### src/rtl/entropy_array_sampler.sv
// entropy_array_sampler
//   Drives an array of N_CELLS entropy cells from a round-based FSM.
//   Each cell output is synchronised and captured, then assembled into an
//   OUT_WIDTH-bit result.
//   Random mode: one parity bit per round.
//   PUF mode: one N_CELLS-bit slice per round.
// Ports:
//   clk, rst        clock, async active-high reset
//   start           one-cycle request, accepted in IDLE only
//   mode            0 = random, 1 = PUF (sampled at start)
//   challenge       PUF challenge (sampled at start)
//   mask            random-mode cell enables (sampled at start)
//   ack             consumer acknowledge of data
//   busy            conversion in progress
//   valid           data holds a complete result
//   data            result word

// Behavioural stand-in for the XOR-latch cell: out = T & I1.
// I2 only selects the cell's silicon operating point, so the model ignores it.
module entropy_cell (
  input  logic t,
  input  logic i1,
  input  logic i2,
  output logic o
);
  logic unused_i2;
  assign unused_i2 = i2;
  assign o = t & i1;
endmodule

module entropy_array_sampler #(
  parameter int N_CELLS       = 8,
  parameter int OUT_WIDTH     = 32,
  parameter int SETTLE_CYCLES = 4
) (
  input  logic                 clk,
  input  logic                 rst,
  input  logic                 start,
  input  logic                 mode,
  input  logic [N_CELLS-1:0]   challenge,
  input  logic [N_CELLS-1:0]   mask,
  input  logic                 ack,
  output logic                 busy,
  output logic                 valid,
  output logic [OUT_WIDTH-1:0] data
);
  localparam int ROUNDS_RND = OUT_WIDTH;
  localparam int ROUNDS_PUF = OUT_WIDTH / N_CELLS;
  localparam int RW = $clog2(OUT_WIDTH + 1);
  localparam int SW = $clog2(SETTLE_CYCLES + 1);

  typedef enum logic [2:0] {IDLE, ARM, EXCITE, CAPTURE, DONE} state_t;

  state_t             state, nxt;
  logic               t_en;
  logic               mode_q;
  logic [N_CELLS-1:0] mask_q, chal_q;
  logic [N_CELLS-1:0] i1_vec, cell_out, sync1, sync2;
  logic [RW-1:0]      rnd_cnt;
  logic [SW-1:0]      settle_cnt;
  logic               last_round;

  assign i1_vec = mode_q ? chal_q : mask_q;

  entropy_cell u_cell [N_CELLS-1:0] (
    .t  ({N_CELLS{t_en}}),
    .i1 (i1_vec),
    .i2 ({N_CELLS{mode_q}}),
    .o  (cell_out)
  );

  assign last_round = (rnd_cnt == (mode_q ? RW'(ROUNDS_PUF - 1) : RW'(ROUNDS_RND - 1)));

  always_ff @(posedge clk or posedge rst) begin
    if (rst) state <= IDLE;
    else     state <= nxt;
  end

  always_comb begin
    nxt  = state;
    t_en = 1'b0;
    case (state)
      IDLE:    if (start) nxt = ARM;
      ARM:     nxt = EXCITE;            // T low clears the latches
      EXCITE: begin
        t_en = 1'b1;
        if (settle_cnt == SW'(SETTLE_CYCLES - 1)) nxt = CAPTURE;
      end
      CAPTURE: begin
        t_en = 1'b1;
        nxt  = last_round ? DONE : ARM;
      end
      DONE:    if (ack) nxt = IDLE;     // ack wins over a concurrent start
      default: nxt = IDLE;
    endcase
  end

  // Two-flop synchroniser per cell; SETTLE_CYCLES >= 2 guarantees sync2
  // reflects the excited cell by the CAPTURE edge.
  always_ff @(posedge clk or posedge rst) begin
    if (rst) begin
      sync1 <= '0;
      sync2 <= '0;
    end else begin
      sync1 <= cell_out;
      sync2 <= sync1;
    end
  end

  always_ff @(posedge clk or posedge rst) begin
    if (rst) begin
      mode_q     <= 1'b0;
      mask_q     <= '0;
      chal_q     <= '0;
      data       <= '0;
      rnd_cnt    <= '0;
      settle_cnt <= '0;
    end else begin
      case (state)
        IDLE: if (start) begin
          mode_q  <= mode;
          mask_q  <= mask;
          chal_q  <= challenge;
          data    <= '0;
          rnd_cnt <= '0;
        end
        ARM:    settle_cnt <= '0;
        EXCITE: settle_cnt <= settle_cnt + SW'(1);
        CAPTURE: begin
          // Shift via a wide concat so OUT_WIDTH == N_CELLS needs no slice.
          if (mode_q) begin
            data   <= OUT_WIDTH'({data, sync2});
            chal_q <= {chal_q[N_CELLS-2:0], chal_q[N_CELLS-1]};
          end else begin
            data   <= OUT_WIDTH'({data, ^sync2});
          end
          rnd_cnt <= rnd_cnt + RW'(1);
        end
        default: ;
      endcase
    end
  end

  // valid follows DONE by one edge, which is also where busy drops.
  always_ff @(posedge clk or posedge rst) begin
    if (rst) begin
      busy  <= 1'b0;
      valid <= 1'b0;
    end else begin
      busy  <= (state == IDLE && start) || state == ARM || state == EXCITE || state == CAPTURE;
      valid <= (state == DONE);
    end
  end

endmodule

### config.mk
export PLATFORM = sky130hd
export DESIGN_NAME = entropy_array_sampler
export DESIGN_NICKNAME = d
export VERILOG_FILES = /design/src/rtl/entropy_array_sampler.sv
export SDC_FILE = /design/constraint.sdc
export NUM_CORES = 1
export LEC_CHECK = 0
export BUFFER_PORTS_ARGS = -buffer_cell sky130_fd_sc_hd__clkbuf_2
export CAP_MARGIN = 5
export CORE_MARGIN = 2
export CORE_UTILIZATION = 56
export CTS_BUF_LIST = sky130_fd_sc_hd__clkbuf_16
export DETAILED_ROUTE_END_ITERATION = 10
export GPL_TIMING_DRIVEN = 0
export HOLD_SLACK_MARGIN = 0.06
export PLACE_DENSITY_LB_ADDON = 0.3
export SLEW_MARGIN = 20
export SYNTH_ARGS = -nofsm -noshare
export SYNTH_HDL_FRONTEND = slang
export SYNTH_SLANG_ARGS = --single-unit
### constraint.sdc
create_clock -name clk -period 3.56 [get_ports clk]
set_input_delay 0.712 -clock clk [delete_from_list [all_inputs] [get_ports clk]]
set_output_delay 0.712 -clock clk [all_outputs]
set_load 0.02 [all_outputs]
Word-level counts from Yosys, hierarchy flattened
Cells that the tools add are included.
- output and inout bits: 34
- logic and storage cells: 61
- input port bits: 21
- bits in registers: 79
- muxes and demuxes: 17
- bitwise logic cells: 8
- reduce and logical (&&, ||, !) cells: 13
- eq/ne operators: 10
- add/sub/neg operators: 2
- operators with widths (kind ; count):
    32-bit two-way mux ; 2
    32-bit case mux with 2 select lines ; 1
    8-bit two-way mux ; 3
    8-bit case mux with 2 select lines ; 1
    3-bit case mux with 5 select lines ; 1
    3-bit two-way mux ; 4
    6-bit case mux with 2 select lines ; 1
    3-bit by 2-bit == test with 1-bit output (second input constant) ; 3
    1-bit bitwise AND ; 8
    2-bit != test (second input constant) ; 4
    8-bit XOR reduction ; 1
    6-bit by 1-bit adder with 6-bit output (second input constant) ; 1
    6-bit by 5-bit == test with 1-bit output ; 1
    6-bit two-way mux ; 1
    3-bit case mux with 2 select lines ; 1
    3-bit AND reduction ; 2
    5-bit two-way mux ; 1
    2-bit AND reduction ; 2
    2-bit nonzero test ; 2
    3-bit by 1-bit adder with 3-bit output (second input constant) ; 1
    3-bit by 1-bit == test with 1-bit output (second input constant) ; 1
    3-bit == test (second input constant) ; 1
    3-bit zero test ; 1
    1-bit logical OR ; 3
    other kinds (3) ; 3

Depth between registers and ports, before layout
Gate-level depths: netlist of the first run.
- word-level depth: 5
- depth in mapped cells: 6
- mapped depth without buffers: 5

Cells and area by module
Synthesis of the first run repeated with hierarchy kept, for this count alone.
- cells, all modules: 319
- area total of the unflattened synthesis: 3542.1 sq um
- by module, submodules not included (module ; area an instance (sq um) ; times used ; cells an instance ; sequential area each (sq um)):
    entropy_array_sampler ; 3492.1 ; 1 ; 311 ; 1976.9
    entropy_cell ; 6.3 ; 8 ; 1 ; 0.0

Worst setup path after synthesis of the first run
No wires, ideal clock.
- kind: input -> register
- start point: input start
- end point: register rnd_cnt[2]
- required time: 3435 ps
- path slack: 1808 ps
- data arrival time: 1627 ps
- buffers on the path: 1
- setup time: 125 ps
- stages: 5
- cells stage by stage: or3b_4 -> or2_1 -> buf_6 -> nand3_1 -> o21ai_1
- cells in the longest elaborated chain, start to end: 2
- ends and longest elaborated chain (item ; line ; RTL):
    from (decl) ; 38 ; input logic start,
    2-bit != test (no source line) ; - ;
    2-bit AND reduction (no source line) ; - ;
    to (signal assigned) ; 137 ; rnd_cnt <= rnd_cnt + RW'(1);
    to (decl) ; 59 ; logic [RW-1:0] rnd_cnt;
No other way between the ends.
A chain may end at the register's enable or synchronous reset.

Final worst setup path of the first run
- start point: register state[1]
- end point: register rnd_cnt[5]
- cells in the longest elaborated chain, start to end: 3
- elaborated cells between the ends (all ways): 6
- classes of those cells: eq/ne: 2; mux: 1; reduce/logical: 3
- ends and longest elaborated chain (item ; line ; RTL):
    from (decl) ; 54 ; state_t state, nxt;
    from (signal assigned) ; 76 ; else state <= nxt;
    3-bit by 2-bit == test with 1-bit output or 3-bit zero test (tied branches) ; 119 ; case (state)
    2-bit nonzero test (no source line) or 2-bit != test (tied branches) ; - ;
    2-bit AND reduction (no source line) ; - ;
Parallel ways exist; a longest one is shown, timed or not.

==> out/metrics.yaml, run 1 <==
run_status:
  outcome: "finished, final reports clean"
drt:
  wl_per_cell_um: 15.1
  drt-initial-drc-count: 180
  drt_pre_antenna_iters: 4
  ant_nets: 0
  routed_wl_mm: 7.30
  via_count: 2646
  drc: 0
  drt-vias-per-instance: 5.48
floorplan:
  core-area_um2: 5990
  rows: 28
  dieArea_um2: 6890
  die-width_um: 83.0
  die_height_um: 83.0
  initial_core_util: 0.583
  pin_count: 55
logic_synthesis:
  synth_area_per_cell_um2: 10.4
  synthFlopType: "dfrtp_1"
  synth_commonest_cells: "84 x nand2_1, 79 x dfrtp_1, 41 x mux2i_1"
  ys_async_sr_fraction: 1.00
  ys_warn_count: 0
  synth_area_leaders: "dfrtp_1 57%, mux2i_1 12%, nand2_1 9.0%"
  synth-edff-count: 0
  yosys.area.top_type: "dfrtp_1"
  synth_cell_types: 37
  synth_cells: 337
  synth.top_cell.area_share: 0.566
  yosysMostFrequentCell: "nand2_1"
  synth_area_um2: 3490
  synth_fp_nets: 361
  ys_seq_area_frac: 0.566
  ys_ff_latch: 79
sta:
  finalCritPeriodShare: 0.483
  period_minus_slack_ns: 1.72
  finalSetupViolCount: 0
  tightest_slew_ns: 0.525
  holdWs_ns: 0.318
  rsz0062_at_grt: "no"
  finClkSkew_ns: 0.00777
  clock.fmax_ghz: 0.582
  hold_viol: 0
  slew_violations: 0
  relSlewSlack: 0.649
final_layout:
  fill_cells: 450
  multi_input_area_um2: 1400
  fin_cells: 483
  drive_gt1_frac: 0.221
  nets: 427
  n_antenna_cell: 0
  seqCellArea_um2: 1980
  area_growth_pct: 19.3
run:
  maxCapViolCount: 0
min_path:
  hold_path.class: "in2async"
place:
  globalplace.congestion: 0.821
  portBuffers: 54
  dp_cells: 467
  dp_hpwl_mm: 4.98
grt:
  grt_usage: 0.236
  grt_overflow_total: 0
  grt_max_degree: 59
  grt_antenna_before_repair: 0
  grt_pass1_wl_mm: 13.0
  grt_pass1_vias: 2662
cts:
  clock_latency_ns: 0.34
  ctsRootBufferMaster: "clkbuf_16"
  cts_tree: "done"
  cts_buffers: 9
  hold_buffers: 0
  clock-sinks: 79
  ctsResizeCount: 0
  ctsLongestPathBuffers: 2
  htreeDepth: 3
  clk_pin_slew_worst_paths_ns: 0.06
  cts_setup_buffers: 0
power_and_ir_drop:
  vdd_drop_max_uv: 577
  leakagePower_nw: 2.06
  power_density_nw_per_um2: 951
setup_path:
  rr_worst_depth: 4
  worstSetupPathType: "reg2reg"
  crit_fanout: 10
  endpoint_kind: "flip-flop"
  worstReg2RegStart: "state[1]"
  rr_endpoint: "rnd_cnt[5]"
  cp.required_ns: 3.76
  arrival_ns: 1.92
  rrSetupSlack_ns: 1.84
  startpoint_type: "flip-flop"
worst max-delay path by stage:
| stage | depth (start not counted) | to | slack (ns) | startpoint |
|---|---|---|---|---|
| 2_1_floorplan | 1 | busy | 0.82 | rst |
| 3_3_place_gp | 2 | rnd_cnt[3] | -0.05 | rst |
| 3_5_place_dp | 6 | data[6] | 1.55 | start |
| 4_1_cts | 4 | rnd_cnt[5] | 1.82 | state[1] |
| 5_1_grt | 4 | rnd_cnt[5] | 1.66 | state[1] |
| 6_report | 4 | rnd_cnt[5] | 1.84 | state[1] |
through the flow:
step | setup WS (ns) | area (µm²) | setup TNS [ns] | power, mW | utilization
5_1_grt | 1.66 | 4170 | 0 | 4.25 | 0.696
6_report | 1.84 | 4170 | 0 | 3.96 | 0.696
3_3_place_gp | -0.0548 | 3860 | -4.11 | 3.05 | 0.644
3_5_place_dp | 1.55 | 3890 | 0 | 3.11 | 0.649
4_1_cts | 1.82 | 4170 | 0 | 3.98 | 0.696
2_1_floorplan | 0.825 | 3490 | 0 | 2.63 | -
flip-flops by register name, indices dropped and copies added, names as in the netlist:
register and cells:
chal_q 8, data 32, settle_cnt 3, valid 1, mask_q 8, sync1 8
state 3, sync2 8, mode_q 1, rnd_cnt 6, busy 1
where the power goes:
group          internal, mW  switching (mW)  total (mW)
Sequential             1.25           0.303        1.55
Clock                 0.480           0.383       0.863
Combinational         0.622           0.927        1.55
per-layer routing:
layer	GRT usage	wire length [µm]
met2	0.378	3590
met1	0.316	3290
met5	0	0
met4	0.107	123
met3	0.0408	300
cell usage in the layout (no fill, tap or decap), types with 3 or more instances in the layout:
cell type	netlist	routed
a31oi_1	8	8
mux2i_1	41	41
inv_1	5	4
inv_6	0	3
a21oi_1	3	3
ha_1	3	3
nand2b_1	3	3
o21ai_1	5	5
xnor2_1	3	3
o21ai_0	34	34
buf_2	13	13
dfrtp_1	79	79
nand3_1	6	6
clkbuf_2	0	54
nand2_1	84	84
clkbuf_16	0	9
nor2_1	21	21
clkbuf_1	4	4
worst max-delay path, cell delays in order (launching register included):
cell      delay, ns
dfrtp_1        0.35
buf_2          0.23
nand3b_1       0.41
o311ai_0       0.46
o41ai_1        0.13
cell type report:
| type | count | area share |
|---|---|---|
| plain buffers | 19 | 0.0246 |
| multi-input cells | 234 | 0.335 |
| repair buffers | 55 | 0.0714 |
| inverters | 5 | 0.00510 |
| clock buffers | 9 | 0.0540 |
| well taps | 75 | 0.0225 |
| flip-flops and latches | 79 | 0.474 |
| clock inverters | 7 | 0.0135 |
kinds of logic after synthesis:
kind of cell,after synthesis,synth area share
and+or+nand+nor,126,0.152
AOI/OAI and AO/OA,58,0.0960
muxes,41,0.117
buffers and inverters,24,0.0347
adders and majority gates,3,0.0107
xor gates and xnor gates,6,0.0229
DFF,79,0.566
Power figures use the tool's default switching activity.
==> run 2: changes to the inputs <==
--- a/config.mk
+++ b/config.mk
@@ -5,6 +5,7 @@
 export SDC_FILE = /design/constraint.sdc
 export NUM_CORES = 1
 export LEC_CHECK = 0
+export ABC_AREA = 1
 export BUFFER_PORTS_ARGS = -buffer_cell sky130_fd_sc_hd__clkbuf_2
 export CAP_MARGIN = 5
 export CORE_MARGIN = 2
==> constraint.sdc (replaced) <==
create_clock -name clk -period 1.7 [get_ports clk]
set_input_delay 0.34 -clock clk [delete_from_list [all_inputs] [get_ports clk]]
set_output_delay 0.34 -clock clk [all_outputs]
set_load 0.02 [all_outputs]
==> out/metrics.yaml, run 2 <==
logic_synthesis:
  synth_commonest_cells: "113 x nand2_1, 79 x dfrtp_1, 67 x inv_1"  # was 84 x nand2_1, 79 x dfrtp_1, 41 x mux2i_1
  ys_async_sr_fraction: 1.00  # unchanged
  synth_cell_types: 25  # was 37
  synth_area_leaders: "dfrtp_1 55%, nand2_1 12%, inv_1 7.0%"  # was dfrtp_1 57%, mux2i_1 12%, nand2_1 9.0%
  synth.top_cell.area_share: 0.547  # was 0.566
  synth_fp_nets: 449  # was 361
  synthFlopType: "dfrtp_1"  # unchanged
  yosys.area.top_type: "dfrtp_1"  # unchanged
  synth_cells: 425  # was 337
  synth_area_um2: 3610  # was 3490 µm²
  yosysMostFrequentCell: "nand2_1"  # unchanged
  ys_warn_count: 0  # unchanged
  ys_ff_latch: 79  # unchanged
  synth-edff-count: 0  # unchanged
  ys_seq_area_frac: 0.547  # was 0.566
  synth_area_per_cell_um2: 8.50  # was 10.4 µm²
place:
  portBuffers: 54  # unchanged
  dp_cells: 558  # was 467
  dp_hpwl_mm: 5.58  # was 4.98 mm
  globalplace.congestion: 0.845  # was 0.821
  dp_worst_setup_slack_ns: 0.220  # was 1.55 ns
setup_path:
  arrival_ns: 1.80  # was 1.92 ns
  crit_fanout: 10  # unchanged
  endpoint_kind: "flip-flop"  # unchanged
  cp.required_ns: 1.97  # was 3.76 ns
  worstSetupPathType: "reg2reg"  # unchanged
  startpoint_type: "flip-flop"  # unchanged
grt:
  grt_antenna_before_repair: 0  # unchanged
  grt_pass1_wl_mm: 13.7  # was 13.0 mm
  grt.busiest_layer: "met2"  # unchanged
  gr-usage-met2: 0.395  # was 0.378
  grt_max_degree: 37  # was 59
  grt_pass1_vias: 3005  # was 2,662
  grt_usage: 0.245  # was 0.236
  grt_use_met1: 0.318  # was 0.316
  grt_overflow_total: 0  # unchanged
  use_met3: 0.0501  # was 0.0408
sta:
  finalSetupViolCount: 0  # unchanged
  finalCritPeriodShare: 0.895  # was 0.483
  period_minus_slack_ns: 1.52  # was 1.72 ns
  relSlewSlack: 0.643  # was 0.649
  slew_violations: 0  # unchanged
  tightest_slew_ns: 0.535  # was 0.525 ns
  rsz0062_at_grt: "no"  # unchanged
  finClkSkew_ns: 0.00604  # was 0.00777 ns
  setup_ws_ns: 0.178  # was 1.84 ns
  hold_viol: 0  # unchanged
  clock.fmax_ghz: 0.657  # was 0.582 GHz
power_and_ir_drop:
  vdd_drop_max_uv: 1240  # was 577 µV
  power_density_nw_per_um2: 2120  # was 951 nW/µm²
  finalPower_mw: 9.23  # was 3.96 mW
  leakagePower_nw: 2.29  # was 2.06 nW
final_layout:
  area_growth_pct: 20.7  # was 19.3%
  largest_register: "data"  # unchanged
  final_common_cell: "nand2_1"  # unchanged
  fin_util: 0.695  # was 0.696
  nets: 517  # was 427
  n_antenna_cell: 0  # unchanged
  fin_cells: 575  # was 483
  layout_common_cells: "113 x nand2_1, 79 x dfrtp_1, 66 x inv_1, 54 x clkbuf_2, 37 x o21ai_0"  # was 84 x nand2_1, 79 x dfrtp_1, 54 x clkbuf_2, 41 x mux2i_1, 34 x o21ai_0
  largest_reg_flops: 32  # unchanged
  drive_gt1_frac: 0.195  # was 0.221
  fill_cells: 464  # was 450
min_path:
  hold_path.class: "in2reg"  # was in2async
floorplan:
  core-area_um2: 6280  # was 5990 µm²
  die_height_um: 84.3  # was 83.0 µm
  dieArea_um2: 7110  # was 6890 µm²
  initial_core_util: 0.575  # was 0.583
  die-width_um: 84.3  # was 83.0 µm
  rows: 29  # was 28
  pin_count: 55  # unchanged
drt:
  drt_pre_antenna_iters: 4  # unchanged
  drt-initial-drc-count: 193  # was 180
  via_count: 3104  # was 2,646
  routed_wl_mm: 8.03  # was 7.30 mm
  ant_nets: 0  # unchanged
  drt-vias-per-instance: 5.40  # was 5.48
  wl_per_cell_um: 14.0  # was 15.1 µm
  drc: 0  # unchanged
run_status:
  outcome: "finished, final reports clean"  # unchanged
cts:
  cts_tree: "done"  # unchanged
  ctsResizeCount: 0  # unchanged
  htreeDepth: 3  # unchanged
  ctsRootBufferMaster: "clkbuf_16"  # unchanged
  hold_buffers: 1  # was 0
  ctsLongestPathBuffers: 2  # unchanged
  clock_latency_ns: 0.33  # was 0.34 ns
  cts_setup_buffers: 0  # unchanged
  cts_buffers: 9  # unchanged
  clock-sinks: 79  # unchanged
  clk_pin_slew_worst_paths_ns: 0.06  # about the same
run:
  maxCapViolCount: 0  # unchanged
-- run 2: cell types whose count changed after synthesis, moves of 17 or more --
cell | before | now
inv_1 | 5 | 67
mux2i_1 | 41 | 0
o22ai_1 | 0 | 31
nand2_1 | 84 | 113
o21ai_1 | 5 | 22
-- run 2: worst paths after layout --
check | from | to | slack, ns | cells after the start
worst max-delay path | mode_q | sync1[1] | 0.18 | 7
worst min-delay path | mask[2] | mask_q[2] | 0.21 | 2
worst max register to register | mode_q | sync1[1] | 0.18 | 7
worst min register to register | sync1[0] | sync2[0] | 0.35 | 0
max in group asynchronous | rst | data[0] | 0.37 | 5
min in group asynchronous | rst | data[28] | 0.61 | 3
-- run 2: layer usage --
metal / share of wire / up-vias
met5: 0 / -
met4: 0.031 / 0
met3: 0.073 / 21
met2: 0.48 / 140
met1: 0.41 / 1438
li1: - / 1505
-- run 2: worst max-delay path, cell delays in order, from the launching register on --
cell and delay, ns:
dfrtp_1 0.49, inv_2 0.14, buf_2 0.21, buf_2 0.26, nand2_1 0.11, o21ai_0 0.11
nand2_1 0.08, inv_1 0.06
-- run 2: cells by family (layout without fill, tap and decap cells) --
logic type | after synthesis | count (layout) | share of synthesized area
buffers and inverters | 91 | 164 | 0.101
XOR/XNOR | 1 | 1 | 0.00243
adder cells (fa/ha/maj) | 3 | 3 | 0.0104
flip-flops | 79 | 79 | 0.547
AO/OA/AOI/OAI | 104 | 104 | 0.158
multiplexers | 7 | 7 | 0.0218
AND/OR/NAND/NOR | 140 | 140 | 0.159
-- run 2: stage by stage --
| stage | TNS (ns) | hold WS, ns | cell area (µm²) |
|---|---|---|---|
| 5_1_grt | 0 | 0.227 | 4360 |
| 4_1_cts | 0 | 0.211 | 4360 |
| 3_3_place_gp | -2.43 | 0.332 | 3980 |
| 2_1_floorplan | 0 | 0.331 | 3620 |
| 3_5_place_dp | 0 | 0.335 | 4030 |
| 6_report | 0 | 0.213 | 4360 |
-- run 2: where the power goes --
group / internal [mW] / switching (mW) / leakage (nW)
clock network: 1.29 / 0.761 / 0.150
registers: 2.66 / 0.548 / 1.02
logic: 1.40 / 2.58 / 1.12
total: 5.35 / 3.89 / 2.29
-- run 2: area by class of cell --
class | instances | area [µm²] | area share
clock buffers | 9 | 225 | 0.0516
repair buffers | 57 | 328 | 0.0752
flip-flops and latches | 79 | 1980 | 0.453
inverters | 73 | 278 | 0.0637
clock inverters | 7 | 96.3 | 0.0221
multi-input cells | 255 | 1270 | 0.291
well taps | 77 | 96.3 | 0.0221
plain buffers | 18 | 92.6 | 0.0212
==> run 3: changes to the inputs <==
--- a/config.mk
+++ b/config.mk
@@ -14,6 +14,7 @@
 export DETAILED_ROUTE_END_ITERATION = 10
 export GPL_TIMING_DRIVEN = 0
 export HOLD_SLACK_MARGIN = 0.06
+export MAX_ROUTING_LAYER = met4
 export PLACE_DENSITY_LB_ADDON = 0.3
 export SLEW_MARGIN = 20
 export SYNTH_ARGS = -nofsm -noshare
==> out/metrics.yaml, run 3 (synthesis gave the netlist of run 2 again) <==
setup_path:
  worstSetupPathType: "reg2reg"  # unchanged
  crit_fanout: 10  # unchanged
  rrSetupSlack_ns: 0.16  # was 0.18 ns
  rr_worst_depth: 7  # unchanged
  crit_cells: 7  # unchanged
  crit_slowest_cell: "dfrtp_1"  # unchanged
  endpoint_kind: "flip-flop"  # unchanged
  path_buf_inv: 4  # unchanged
  cp.required_ns: 1.97  # about the same
  startpoint_type: "flip-flop"  # unchanged
  arrival_ns: 1.81  # was 1.80 ns
  cp_cell_sequence: "inv_2 > buf_2 > buf_2 > nand2_1 > o21ai_0 > nand2_1 > inv_1"  # unchanged
  cp_top_family: "buffers and inverters"  # unchanged
  cpPeakStageDelay_ns: 0.49  # about the same
grt:
  grt_pass1_vias: 2999  # was 3,005
  grt_usage: 0.252  # was 0.245
  grt_max_degree: 37  # unchanged
  grt_overflow_total: 0  # unchanged
  grt_pass1_wl_mm: 13.7  # unchanged
  grt_antenna_before_repair: 0  # unchanged
floorplan:
  initial_core_util: 0.575  # unchanged
  die_height_um: 84.3  # unchanged
  pin_count: 55  # unchanged
  dieArea_um2: 7110  # unchanged
  die-width_um: 84.3  # unchanged
  core-area_um2: 6280  # unchanged
  rows: 29  # unchanged
min_path:
  hold_path.class: "in2reg"  # unchanged
  whs_path_depth: 2  # unchanged
cts:
  ctsResizeCount: 0  # unchanged
  cts_setup_buffers: 0  # unchanged
  clock-sinks: 79  # unchanged
  ctsLongestPathBuffers: 2  # unchanged
  cts_tree: "done"  # unchanged
  clk_pin_slew_worst_paths_ns: 0.06  # about the same
  ctsRootBufferMaster: "clkbuf_16"  # unchanged
  cts_buffers: 9  # unchanged
  clock_latency_ns: 0.33  # about the same
  htreeDepth: 3  # unchanged
sta:
  rsz0062_at_grt: "no"  # unchanged
  hold_viol: 0  # unchanged
  setup_ws_ns: 0.163  # was 0.178 ns
  relSlewSlack: 0.642  # was 0.643
  finClkSkew_ns: 0.00493  # was 0.00604 ns
  finalSetupViolCount: 0  # unchanged
  clock.fmax_ghz: 0.651  # was 0.657 GHz
  slew_violations: 0  # unchanged
  period_minus_slack_ns: 1.54  # was 1.52 ns
  finalCritPeriodShare: 0.904  # was 0.895
  tightest_slew_ns: 0.535  # about the same
final_layout:
  largest_reg_flops: 32  # unchanged
  final_common_cell: "nand2_1"  # unchanged
  area_growth_pct: 20.7  # unchanged
  n_antenna_cell: 0  # unchanged
  largest_register: "data"  # unchanged
  fill_cells: 464  # unchanged
  drive_gt1_frac: 0.195  # unchanged
  nets: 517  # unchanged
  layout_common_cells: "113 x nand2_1, 79 x dfrtp_1, 66 x inv_1, 54 x clkbuf_2, 37 x o21ai_0"  # unchanged
  fin_cells: 575  # unchanged
power_and_ir_drop:
  finalPower_mw: 9.23  # about the same
  vdd_drop_max_uv: 1230  # was 1240 µV
  leakagePower_nw: 2.29  # unchanged
  power_density_nw_per_um2: 2120  # about the same
drt:
  routed_wl_mm: 8.05  # was 8.03 mm
  wl_per_cell_um: 14.0  # about the same
  ant_nets: 0  # unchanged
  drt-vias-per-instance: 5.37  # was 5.40
  via_count: 3089  # was 3,104
  drt_pre_antenna_iters: 4  # unchanged
  drc: 0  # unchanged
  drt-initial-drc-count: 216  # was 193
place:
  dp_worst_setup_slack_ns: 0.220  # unchanged
  dp_hpwl_mm: 5.58  # unchanged
  dp_cells: 558  # unchanged
  portBuffers: 54  # unchanged
  globalplace.congestion: 0.858  # was 0.845
run_status:
  outcome: "finished, final reports clean"  # unchanged
run:
  maxCapViolCount: 0  # unchanged
## run 3: cell counts in the layout (fill, tap and decap cells not counted)
No cell type changed its count.
## run 3: per-stage QoR
step,cell area (µm²),hold WS (ns),TNS (ns),utilization
final,4360,0.215,0,0.695
after global placement,3980,0.332,-2.43,0.634
after CTS,4360,0.211,0,0.695
after global routing,4360,0.227,0,0.695
after detailed placement,4030,0.335,0,0.642
after floorplan,3620,0.331,0,-
## run 3: layout make-up
| cell class | count | area [µm²] | area share |
|---|---|---|---|
| Clock inverter | 7 | 96.3 | 0.0221 |
| Clock buffer | 9 | 225 | 0.0516 |
| Sequential cell | 79 | 1980 | 0.453 |
| Timing Repair Buffer | 57 | 328 | 0.0752 |
| Tap cell | 77 | 96.3 | 0.0221 |
| Inverter | 73 | 278 | 0.0637 |
| Buffer | 18 | 92.6 | 0.0212 |
| Multi-Input combinational cell | 255 | 1270 | 0.291 |
## run 3: worst reg2reg max path: cells and delay by family, from the launching register on
kind / cells / cell delay, ns
AOI/OAI and AO/OA: 1 / 0.11
buffers and inverters: 4 / 0.69
DFF: 1 / 0.49
and+or+nand+nor: 2 / 0.20
## run 3: layer usage
metal  vias to the layer above  GRT usage  share of wire
li1                       1505          -              -
met1                      1442      0.321           0.42
met2                       130      0.394           0.50
met3                        12     0.0482          0.066
met4                         0      0.117          0.017
met5                         -          -              0
## run 3: worst paths after layout
path                       startpoint   endpoint
max reg2reg                    mode_q   sync1[1]
max in group asynchronous         rst    data[0]
min in group asynchronous         rst   data[28]
min                           mask[2]  mask_q[2]
max                            mode_q   sync1[1]
min reg2reg                  sync1[0]   sync2[0]
## run 3: what timing repair did
item	CTS	global route
hold buffers	1	0
endpoints found under the hold margin	19	0
endpoints found under the setup margin	0	0
## run 3: power breakdown
group | switching, mW | leakage [nW] | internal (mW)
combinational | 2.59 | 1.12 | 1.40
clock | 0.752 | 0.150 | 1.29
sequential | 0.548 | 1.02 | 2.66
